[config.mk]
export PLATFORM = sky130hd
export DESIGN_NAME = dpa_frame_ctrl_flat
export DESIGN_NICKNAME = d
export VERILOG_FILES = /design/src/rtl/dpa_frame_ctrl_if.sv /design/src/rtl/dpa_frame_ctrl.sv /design/src/flat_wrapper.sv
export SDC_FILE = /design/constraint.sdc
export NUM_CORES = 1
export LEC_CHECK = 0
export ABC_AREA = 0
export CAP_MARGIN = 10
export CORE_MARGIN = 4
export CORE_UTILIZATION = 45
export CTS_BUF_LIST = sky130_fd_sc_hd__clkbuf_8
export DETAILED_ROUTE_END_ITERATION = 12
export GPL_ROUTABILITY_DRIVEN = 0
export HOLD_SLACK_MARGIN = 0.05
export PLACE_DENSITY = 0.8
export SLEW_MARGIN = 20
export SYNTH_ARGS = -nofsm -noshare
export SYNTH_HDL_FRONTEND = slang
export SYNTH_SLANG_ARGS = --single-unit
[constraint.sdc]
create_clock -name clk -period 3.75 [get_ports clk]
set_clock_uncertainty 0.2 [all_clocks]
set_input_delay 0.75 -clock clk [delete_from_list [all_inputs] [get_ports clk]]
set_output_delay 0.75 -clock clk [all_outputs]
set_load 0.01 [all_outputs]
[src/rtl/dpa_frame_ctrl_if.sv]
// Memory bus and status bundle for the DPA frame controller.
// The controller side uses the master modport; memory/host side uses slave.
interface dpa_frame_ctrl_if #(
  parameter int unsigned ADDR_W     = 20,
  parameter int unsigned DATA_W     = 24,
  parameter int unsigned MAX_PHOTOS = 4
);
  localparam int unsigned IDX_W = (MAX_PHOTOS > 1) ? $clog2(MAX_PHOTOS) : 1;

  logic              pause;
  logic [DATA_W-1:0] im_rdata;
  logic [ADDR_W-1:0] im_a;
  logic              im_wen_n;
  logic [DATA_W-1:0] im_wdata;
  logic [23:0]       curr_time;
  logic [IDX_W-1:0]  photo_idx;
  logic              frame_busy;
  logic              overrun;

  modport master (
    input  pause, im_rdata,
    output im_a, im_wen_n, im_wdata, curr_time, photo_idx, frame_busy, overrun
  );

  modport slave (
    output pause, im_rdata,
    input  im_a, im_wen_n, im_wdata, curr_time, photo_idx, frame_busy, overrun
  );
endinterface

[src/rtl/dpa_frame_ctrl.sv]
// DPA frame controller: boots from an image-memory header, then once per
// display period copies one photo into the frame buffer and appends the
// current hh:mm:ss time word. Supports pause and sticky overrun reporting.
module dpa_frame_ctrl #(
  parameter int unsigned ADDR_W     = 20,
  parameter int unsigned DATA_W     = 24,
  parameter int unsigned MAX_PHOTOS = 4,
  parameter int unsigned FB_PIX     = 16384,
  parameter int unsigned PERIOD     = 1000000
) (
  input logic              clk,
  input logic              reset,
  dpa_frame_ctrl_if.master bus
);
  localparam int unsigned IDX_W    = (MAX_PHOTOS > 1) ? $clog2(MAX_PHOTOS) : 1;
  localparam int unsigned CNT_W    = IDX_W + 1;
  localparam int unsigned COPY_LEN = 2 * FB_PIX + 2;
  localparam int unsigned CW       = $clog2(COPY_LEN);
  localparam int unsigned PW       = (PERIOD > 1) ? $clog2(PERIOD) : 1;

  typedef enum logic [2:0] {
    StSetup, StLoadDesc, StDescWait, StCopy, StOverlay, StIdle
  } state_e;

  state_e            state_q, state_d;
  logic [1:0]        setup_q, setup_d;
  logic [CW-1:0]     copy_q, copy_d;
  logic [PW-1:0]     per_q, per_d;
  logic [23:0]       time_q, time_d;
  logic [IDX_W-1:0]  idx_q, idx_d;
  logic [CNT_W-1:0]  count_q, count_d;
  logic [ADDR_W-1:0] fb_q, fb_d, base_q, base_d, a_hold_q;
  logic [DATA_W-1:0] wdata_q, wdata_d;
  logic              pend_q, pend_d, ovr_q, ovr_d;

  logic [ADDR_W-1:0] a_cur;
  logic              wen_n_cur, wrap, busy;
  logic [CNT_W-1:0]  cnt_raw;

  assign wrap    = (per_q == PW'(PERIOD - 1)) && !bus.pause;
  assign busy    = state_q inside {StLoadDesc, StDescWait, StCopy, StOverlay};
  assign cnt_raw = bus.im_rdata[IDX_W:0];

  function automatic logic [23:0] time_inc(input logic [23:0] t);
    logic [7:0] hh, mm, ss;
    {hh, mm, ss} = t;
    if (ss != 8'd59) begin
      ss = ss + 8'd1;
    end else begin
      ss = 8'd0;
      if (mm != 8'd59) begin
        mm = mm + 8'd1;
      end else begin
        mm = 8'd0;
        hh = (hh == 8'd23) ? 8'd0 : hh + 8'd1;
      end
    end
    return {hh, mm, ss};
  endfunction

  // Next state plus the memory address / write strobe of the current cycle.
  always_comb begin
    state_d   = state_q;
    a_cur     = a_hold_q;
    wen_n_cur = 1'b1;
    unique case (state_q)
      StSetup: begin
        if (setup_q != 2'd3) a_cur = ADDR_W'(setup_q);
        else                 state_d = StLoadDesc;
      end
      StLoadDesc: begin
        a_cur   = ADDR_W'(3) + ADDR_W'(idx_q);
        state_d = StDescWait;
      end
      StDescWait: state_d = StCopy;
      StCopy: begin
        // Even cycles read pixel c/2; odd cycles from 3 write pixel (c-3)/2.
        if (!copy_q[0]) begin
          if (copy_q < CW'(2 * FB_PIX)) a_cur = base_q + ADDR_W'(copy_q >> 1);
        end else if (copy_q >= CW'(3)) begin
          a_cur     = fb_q + ADDR_W'((copy_q - CW'(3)) >> 1);
          wen_n_cur = 1'b0;
        end
        if (copy_q == CW'(COPY_LEN - 1)) state_d = StOverlay;
      end
      StOverlay: begin
        a_cur     = fb_q + ADDR_W'(FB_PIX);
        wen_n_cur = 1'b0;
        state_d   = (pend_q || wrap) ? StLoadDesc : StIdle;
      end
      StIdle: if (pend_q || wrap) state_d = StLoadDesc;
      default: state_d = StSetup;
    endcase
  end

  // Datapath next-state: header capture, copy sequencing, period and time keeping.
  always_comb begin
    setup_d = setup_q;
    copy_d  = copy_q;
    per_d   = per_q;
    time_d  = time_q;
    idx_d   = idx_q;
    count_d = count_q;
    fb_d    = fb_q;
    base_d  = base_q;
    wdata_d = wdata_q;
    pend_d  = pend_q | wrap;
    ovr_d   = ovr_q | (wrap & busy);
    if (!bus.pause) per_d = wrap ? '0 : per_q + 1'b1;
    if (wrap) begin
      time_d = time_inc(time_q);
      idx_d  = ({1'b0, idx_q} == count_q - 1'b1) ? '0 : idx_q + 1'b1;
    end
    case (state_q)
      StSetup: begin
        setup_d = setup_q + 2'd1;
        case (setup_q)
          2'd1: time_d = bus.im_rdata[23:0];
          2'd2: fb_d = bus.im_rdata[ADDR_W-1:0];
          2'd3: count_d = (cnt_raw == '0 || cnt_raw > CNT_W'(MAX_PHOTOS))
                          ? CNT_W'(MAX_PHOTOS) : cnt_raw;
          default: ;
        endcase
      end
      StDescWait: begin
        base_d = bus.im_rdata[ADDR_W-1:0];
        copy_d = '0;
      end
      StCopy: begin
        copy_d = copy_q + 1'b1;
        if (copy_q[0]) wdata_d = bus.im_rdata;
      end
      default: ;
    endcase
    // A frame launched from IDLE or straight after OVERLAY consumes the request.
    if (state_d == StLoadDesc && (state_q == StIdle || state_q == StOverlay)) pend_d = 1'b0;
  end

  // State and datapath registers with synchronous reset.
  always_ff @(posedge clk) begin
    if (reset) begin
      state_q  <= StSetup;
      setup_q  <= '0;
      copy_q   <= '0;
      per_q    <= '0;
      time_q   <= '0;
      idx_q    <= '0;
      count_q  <= '0;
      fb_q     <= '0;
      base_q   <= '0;
      wdata_q  <= '0;
      a_hold_q <= '0;
      pend_q   <= 1'b0;
      ovr_q    <= 1'b0;
    end else begin
      state_q  <= state_d;
      setup_q  <= setup_d;
      copy_q   <= copy_d;
      per_q    <= per_d;
      time_q   <= time_d;
      idx_q    <= idx_d;
      count_q  <= count_d;
      fb_q     <= fb_d;
      base_q   <= base_d;
      wdata_q  <= wdata_d;
      a_hold_q <= a_cur;
      pend_q   <= pend_d;
      ovr_q    <= ovr_d;
    end
  end

  // Reset masks the strobe so an aborted copy cannot write in the reset cycle.
  assign bus.im_a       = a_cur;
  assign bus.im_wen_n   = wen_n_cur | reset;
  assign bus.im_wdata   = (state_q == StOverlay) ? DATA_W'(time_q) : wdata_q;
  assign bus.curr_time  = time_q;
  assign bus.photo_idx  = idx_q;
  assign bus.frame_busy = busy;
  assign bus.overrun    = ovr_q;
endmodule

[src/flat_wrapper.sv]
// flat-port wrapper written by rule: the top's interface ports become plain ports
module dpa_frame_ctrl_flat 
#(
  parameter int unsigned ADDR_W     = 20,
  parameter int unsigned DATA_W     = 24,
  parameter int unsigned MAX_PHOTOS = 4,
  parameter int unsigned FB_PIX     = 16384,
  parameter int unsigned PERIOD     = 1000000
)
  (clk, reset, bus_pause, bus_im_rdata, bus_im_a, bus_im_wen_n, bus_im_wdata, bus_curr_time, bus_photo_idx, bus_frame_busy, bus_overrun);
  dpa_frame_ctrl_if #(.ADDR_W(ADDR_W), .DATA_W(DATA_W), .MAX_PHOTOS(MAX_PHOTOS)) bus_i ();
  input logic clk;
  input logic reset;
  input wire logic [$bits(bus_i.pause)-1:0] bus_pause;
  input wire logic [$bits(bus_i.im_rdata)-1:0] bus_im_rdata;
  output wire logic [$bits(bus_i.im_a)-1:0] bus_im_a;
  output wire logic [$bits(bus_i.im_wen_n)-1:0] bus_im_wen_n;
  output wire logic [$bits(bus_i.im_wdata)-1:0] bus_im_wdata;
  output wire logic [$bits(bus_i.curr_time)-1:0] bus_curr_time;
  output wire logic [$bits(bus_i.photo_idx)-1:0] bus_photo_idx;
  output wire logic [$bits(bus_i.frame_busy)-1:0] bus_frame_busy;
  output wire logic [$bits(bus_i.overrun)-1:0] bus_overrun;
  assign bus_i.pause = bus_pause;
  assign bus_i.im_rdata = bus_im_rdata;
  assign bus_im_a = bus_i.im_a;
  assign bus_im_wen_n = bus_i.im_wen_n;
  assign bus_im_wdata = bus_i.im_wdata;
  assign bus_curr_time = bus_i.curr_time;
  assign bus_photo_idx = bus_i.photo_idx;
  assign bus_frame_busy = bus_i.frame_busy;
  assign bus_overrun = bus_i.overrun;
  dpa_frame_ctrl #(.ADDR_W(ADDR_W), .DATA_W(DATA_W), .MAX_PHOTOS(MAX_PHOTOS), .FB_PIX(FB_PIX), .PERIOD(PERIOD)) u_core (.clk(clk), .reset(reset), .bus(bus_i));
endmodule
==> metrics.yaml, run 1 <==
n_antenna_cell: 0
final_common_cell: "nand2_1"
synth_edf_count: 0
hold_class: "flop to flop"
synth_top_area_share_pct: 32.6
max_freq_ghz: 0.208
gr-usage-all-layers_pct: 28.2
relSlewSlack_pct: 20.7
synth_top_cell_by_area: "dfxtp_1"
clkSinkCount: 156
routed_wl_um: 38100
clockBufferDepth: 2
maxCapViolCount: 0
start_util_pct: 45.6
leakage_nw: 5.50
insertion_delay_ps: 490
core_area_um2: 21000
worst_pin_slew_ps: 1190
synth-xor-area-share_pct: 6.21
dr.pass1.iters: 6
rsz0062_at_grt: "true"
endpoint_kind: "output pin"
viasPerCell: 6.18
drv_slew: 0
pre_cts_ws_ps: -651
setup_slack_ps: -1050
cts_tree: "done"
layout_common_cells: "nand2_1, buf_4, dfxtp_1"
drt_iter0_drc: 1636
antenna_found_initial: 0
ant_nets: 0
chipWidth_um: 154
status: "finished with violations"
nets: 1607
synth.cell_area_um2: 9590
drc: 0
wl_per_cell_um: 21.0
syn_inst: 1283
setup_violations: 19
ys_seq_area_share_pct: 32.6
fp-row-count: 53
instances_no_fill: 1815
cts-hold-fix-buffers: 0
dp_hpwl_um: 22800
ys_types: 82
die_h_um: 154
synth_top_family_by_area: "simple AND/OR/NAND/NOR gates"
crit_type: "flop to output pin"
finalSetupTns_ps: -11490
syn_to_final_growth_pct: 40.5
grt_start_max_net_pins: 104
grt_first_pass_wirelength_um: 54800
drive_above_1_share_pct: 25.1
synth_seq_cells: 156
crit_path_top_delay_cell: "ha_1"
powerDensity_nw_per_um2: 468
final.period_utilization_pct: 128
clk_pin_slew_ps: 90
nFillCells: 1633
hold_viol_final: 0
yosysWarnings: 0
cp_cell_sequence: "ha_4 -> nor3_4 -> buf_4 -> nand2_1 -> xnor2_1 -> ha_1 -> o211ai_1 -> a21oi_2 -> o41a_1 -> o221ai_4 -> buf_6 -> buf_6 -> nor4_2 -> a2111oi_4 -> nand2_1 -> buf_2"
synth-compound-area-share_pct: 21.1
dp_cells: 1732
synth_nets: 1363
crit_path_max_fanout: 4
crit_arrival_ps: 3850
violations: "setup timing"
post-route-min-period_ps: 4800
synthArstFlopShare_pct: 0
ys.flop_type: "dfxtp_1"
root_buffer: "clkbuf_8"
die_area_um2: 23700
io_pins: 100
numCtsBuffers: 17
synth-simple-area-share_pct: 27.6
vias: 11219
grt_overflow: 0
critPathMaxStageDelay_ps: 440
start_kind: "flop"
crit_required_ps: 2800
yosys-top-cells-area: "dfxtp_1, nand2_1, ha_1"
synth.mux.area_fraction_pct: 0.991
syn_area_per_cell_um2: 7.48
ir_worst_vdd_mv: 0.287
io_buffers: 99
yosys.area_share.adder_pct: 7.07
grt_pass1_vias: 10614
htreeDepth: 4
==> routing by layer <==
layer / track usage, % / vias up / wire, µm
met1: 33.1 / 5197 / 13800
met4: 18.2 / 2 / 3030
met5: 0.828 / - / 24
li1: - / 5012 / -
met2: 45.9 / 764 / 17100
met3: 6.47 / 244 / 4110
==> cells in the mapped netlist, drive strengths merged (4+ instances only) <==
cell type and instances:
or3 4, o22ai 5, nand4 15, o31ai 5
nor2 108, a211oi 26, a222oi 4, clkbuf 62
o21ai 33, a21o 15, o21a 8, a311oi 9
a31oi 14, nor3 35, mux2i 5, nand2b 8
or4 4, xnor2 36, nor4 13, mux2 4
a221o 8, nor2b 8, inv 29, a221oi 4
o211ai 13, and2 16, nand3b 5, dfxtp 156
nand2 296, ha 51, xor2 32, nand3 44
buf 16, a21oi 120, a22oi 7, and3 15
==> cells by family after synthesis <==
kind of cell | after synthesis
AO/OA/AOI/OAI | 307
XOR/XNOR | 68
adder cells (fa/ha/maj) | 53
buffers and inverters | 107
flip-flops | 156
multiplexers | 9
AND/OR/NAND/NOR | 583
==> stage by stage <==
step	util (%)	area (µm²)	total power [mW]	hold slack (ps)
6_report	64.1	13500	6.31	258
3_3_place_gp	56.3	11800	4.16	242
2_1_floorplan	-	9670	3.30	237
3_5_place_dp	56.3	11800	4.21	248
4_1_cts	61.8	13000	5.88	260
5_1_grt	64.1	13500	6.60	279
==> worst max-delay path: cells and delay by family (launching register included) <==
kind,cells,cell delay (ps)
and+or+nand+nor,4,690
adders and majority gates,2,620
buffers and inverters,4,570
DFF,1,380
AOI/OAI and AO/OA,5,940
xor gates and xnor gates,1,140
==> power breakdown <==
group	leakage [nW]	internal (mW)	switching (mW)
clock	0.206	0.602	0.726
combinational	4.03	1.35	1.49
sequential	1.27	1.84	0.306
total	5.50	3.80	2.52
==> path summary, 6_finish.rpt <==
check                                    endpoint  depth (start not counted)  slack [ps]                             from
setup reg to reg    u_core.a_hold_q[7]$_SDFF_PP0_                         23        -100    u_core.copy_q[0]$_SDFFE_PP0P_
hold reg to reg   u_core.wdata_q[19]$_SDFFE_PP0P_                          2         260  u_core.wdata_q[19]$_SDFFE_PP0P_
setup / recovery                     bus_im_a[18]                         16       -1050    u_core.copy_q[1]$_SDFFE_PP0P_
hold / removal    u_core.wdata_q[19]$_SDFFE_PP0P_                          2         260  u_core.wdata_q[19]$_SDFFE_PP0P_
==> flip-flops by register name (all words and copies together) (netlist names) <==
name	count
u_core.a_hold_q	20
u_core.base_q	20
u_core.bus.curr_time	24
u_core.bus.overrun	1
u_core.bus.photo_idx	2
u_core.copy_q	16
u_core.count_q	3
u_core.fb_q	20
u_core.pend_q	1
u_core.per_q	20
u_core.setup_q	2
u_core.state_q	3
u_core.wdata_q	24
==> area by class of cell <==
cell class,instances,area [µm²],share of cell area [%]
sequential,156,3140,23.3
clock inverter,15,161,1.20
timing repair buffer,303,2570,19.1
multi-input combinational,1020,6920,51.3
tap,275,344,2.55
clock buffer,17,234,1.74
inverter,29,111,0.826
==> what timing repair did <==
| action | CTS | global route |
|---|---|---|
| hold endpoints to repair | 0 | 0 |
| endpoints found under the setup margin | 21 | 22 |
| setup buffers | 45 | 22 |
| gates resized for setup | 173 | 89 |
| pin swaps | 65 | 63 |
Note: power is estimated with default switching activity, not from simulation.
==> run 2, diff against run 1 <==
--- a/config.mk
+++ b/config.mk
@@ -12,9 +12,9 @@
 export CTS_BUF_LIST = sky130_fd_sc_hd__clkbuf_8
 export DETAILED_ROUTE_END_ITERATION = 12
 export GPL_ROUTABILITY_DRIVEN = 0
-export HOLD_SLACK_MARGIN = 0.05
 export PLACE_DENSITY = 0.8
 export SLEW_MARGIN = 20
 export SYNTH_ARGS = -nofsm -noshare
 export SYNTH_HDL_FRONTEND = slang
 export SYNTH_SLANG_ARGS = --single-unit
+export TNS_END_PERCENT = 5
==> run 2 against run 1 <==
Effect of this change: final cell count is 1.7% lower; sequential power hardly changed; maximum frequency is 4.0% higher; largest cell class unchanged; clock-buffer cell count is 2 higher; critical path depth is 2 lower; wire length is 14% lower; largest power group unchanged; die area stayed put; power is 3.7% lower; final area is 5.3% lower; the run still ends with setup timing left; first-iteration DRC count is 33% lower.
==> metrics.yaml, run 2 (synthesis gave the netlist of run 1 again) <==
status: "finished with violations"
violations: "setup timing"
n_antenna_cell: 0  # unchanged
layout_common_cells: "nand2_1, buf_4, dfxtp_1"
hold_class: "flop to flop"
nets: 1576  # -1.9%
syn_to_final_growth_pct: 33.0
comb_power_share_pct: 41.8  # -3.2 points
drive_above_1_share_pct: 20.2  # -4.9 points
clk_pin_slew_ps: 90  # about the same
final.period_utilization_pct: 123  # -4.9 points
instances_no_fill: 1784  # -1.7%
cts-hold-fix-buffers: 0  # unchanged
numCtsBuffers: 17  # unchanged
grt_overflow: 0  # unchanged
routed_wl_um: 32800  # -14%
grt_pass1_vias: 9983  # -5.9%
clkSinkCount: 156  # unchanged
p_clk_share_pct: 23.3  # +2.3 points
die_area_um2: 23700  # unchanged
die_h_um: 154  # unchanged
io_buffers: 99  # unchanged
endpoint_kind: "output pin"
cts_tree: "done"
crit_type: "flop to output pin"
p_switching_mw: 2.30  # -8.8%
drt_iter0_drc: 1103  # -33%
start_kind: "flop"
crit_arrival_ps: 3660  # -190 ps
stdcell_area_um2: 12800  # -5.3%
p_int_mw: 3.79  # -0.25%
final_common_cell: "nand2_1"
start_util_pct: 45.6  # unchanged
leakage_nw: 5.24  # -4.8%
antenna_found_initial: 0  # unchanged
dp_cells: 1733  # +0.058%
grt_first_pass_wirelength_um: 51200  # -6.6%
crit_path_max_fanout: 5  # +1
rsz0062_at_grt: "true"
hold_viol_final: 0  # unchanged
worst_pin_slew_ps: 862  # -328 ps
placed_cell_area_um2: 11800  # -0.16%
viasPerCell: 5.93  # -4.1%
ant_nets: 0  # unchanged
pre_cts_ws_ps: -638  # +12.8 ps
core_area_um2: 21000  # unchanged
relSlewSlack_pct: 42.5  # +22 points
crit_start: "u_core.copy_q[1]$_SDFFE_PP0P_"
grt_start_max_net_pins: 84  # -19%
finalPower_mw: 6.08  # -3.7%
insertion_delay_ps: 470  # -20 ps
dr.pass1.iters: 5  # -1
setup_violations: 19  # unchanged
sequentialPowerShare_pct: 34.9  # +0.9 points
ir_worst_vdd_mv: 0.251  # -13%
vias: 10579  # -5.7%
regToRegStartpoint: "u_core.copy_q[0]$_SDFFE_PP0P_"
drv_slew: 0  # unchanged
htreeDepth: 4  # unchanged
fp-row-count: 53  # unchanged
maxCapViolCount: 0  # unchanged
root_buffer: "clkbuf_8"
max_freq_ghz: 0.217  # +4.0%
crit_required_ps: 2800  # about the same
chipWidth_um: 154  # unchanged
wl_per_cell_um: 18.4  # -12%
clockBufferDepth: 2  # unchanged
utilization_pct: 60.7  # -3.4 points
gr-usage-all-layers_pct: 26.2  # -2.0 points
dp_hpwl_um: 23000  # +0.64%
drc: 0  # unchanged
io_pins: 100  # unchanged
switching_share_pct: 37.8  # -2.1 points
powerDensity_nw_per_um2: 477  # +1.7%
post-route-min-period_ps: 4610  # -183 ps
setup_slack_ps: -864  # +183 ps
hp-start: "u_core.wdata_q[22]$_SDFFE_PP0P_"
## run 2: routing by layer
metal  global-route usage, %  routed length, µm  vias to the layer above
met2                    42.8              15300                      458
met5                       0                  0                        -
met4                    14.9               1880                        0
met1                    32.5              13300                     5037
met3                    4.76               2250                      128
li1                        -                  -                     4956
## run 2: path summary, 6_finish.rpt
path	end	slack, ps	depth (start not counted)
hold / removal	u_core.wdata_q[22]$_SDFFE_PP0P_	260	2
setup / recovery	bus_im_a[16]	-860	14
setup reg to reg	u_core.a_hold_q[19]$_SDFF_PP0_	140	17
hold reg to reg	u_core.wdata_q[22]$_SDFFE_PP0P_	260	2
## run 2: repair_timing
item,4_1_cts,5_1_grt
resized for setup,113,33
setup buffers,11,8
cloned,0,0
endpoints found under the setup margin,21,45
pin swaps,30,30
## run 2: critical path: stages (launching register included)
cell and delay [ps]:
dfxtp_4 370, buf_6 130, a211oi_4 250, nand2_1 110, buf_4 170, o41ai_4 210
nand2_1 140, ha_4 290, nand3_1 120, o211ai_1 350, o221ai_4 220, nand2b_4 180
a21o_1 160, or3_1 330, buf_2 140
## run 2: through the flow
stage	hold slack [ps]	TNS [ps]
after floorplan	237	-30.2
after global placement	241	-5550
after detailed placement	247	-6240
after CTS	261	-8130
after global routing	283	-13040
final	258	-9990
## run 2: power groups by stage
stage | combinational, mW | sequential (mW) | clock (mW)
2_1_floorplan | 1.20 | 2.10 | 0
3_3_place_gp | 2.02 | 2.14 | 0
3_5_place_dp | 2.08 | 2.15 | 0
4_1_cts | 2.29 | 2.11 | 1.42
5_1_grt | 2.73 | 2.15 | 1.50
6_report | 2.54 | 2.12 | 1.42
## run 2: final cells by class
type | instances | area (µm²)
fill | 1773 | 8260
multi-input combinational | 1020 | 6490
sequential | 156 | 3130
timing repair buffer | 272 | 2250
tap | 275 | 344
clock buffer | 19 | 262
clock inverter | 13 | 178
inverter | 29 | 109
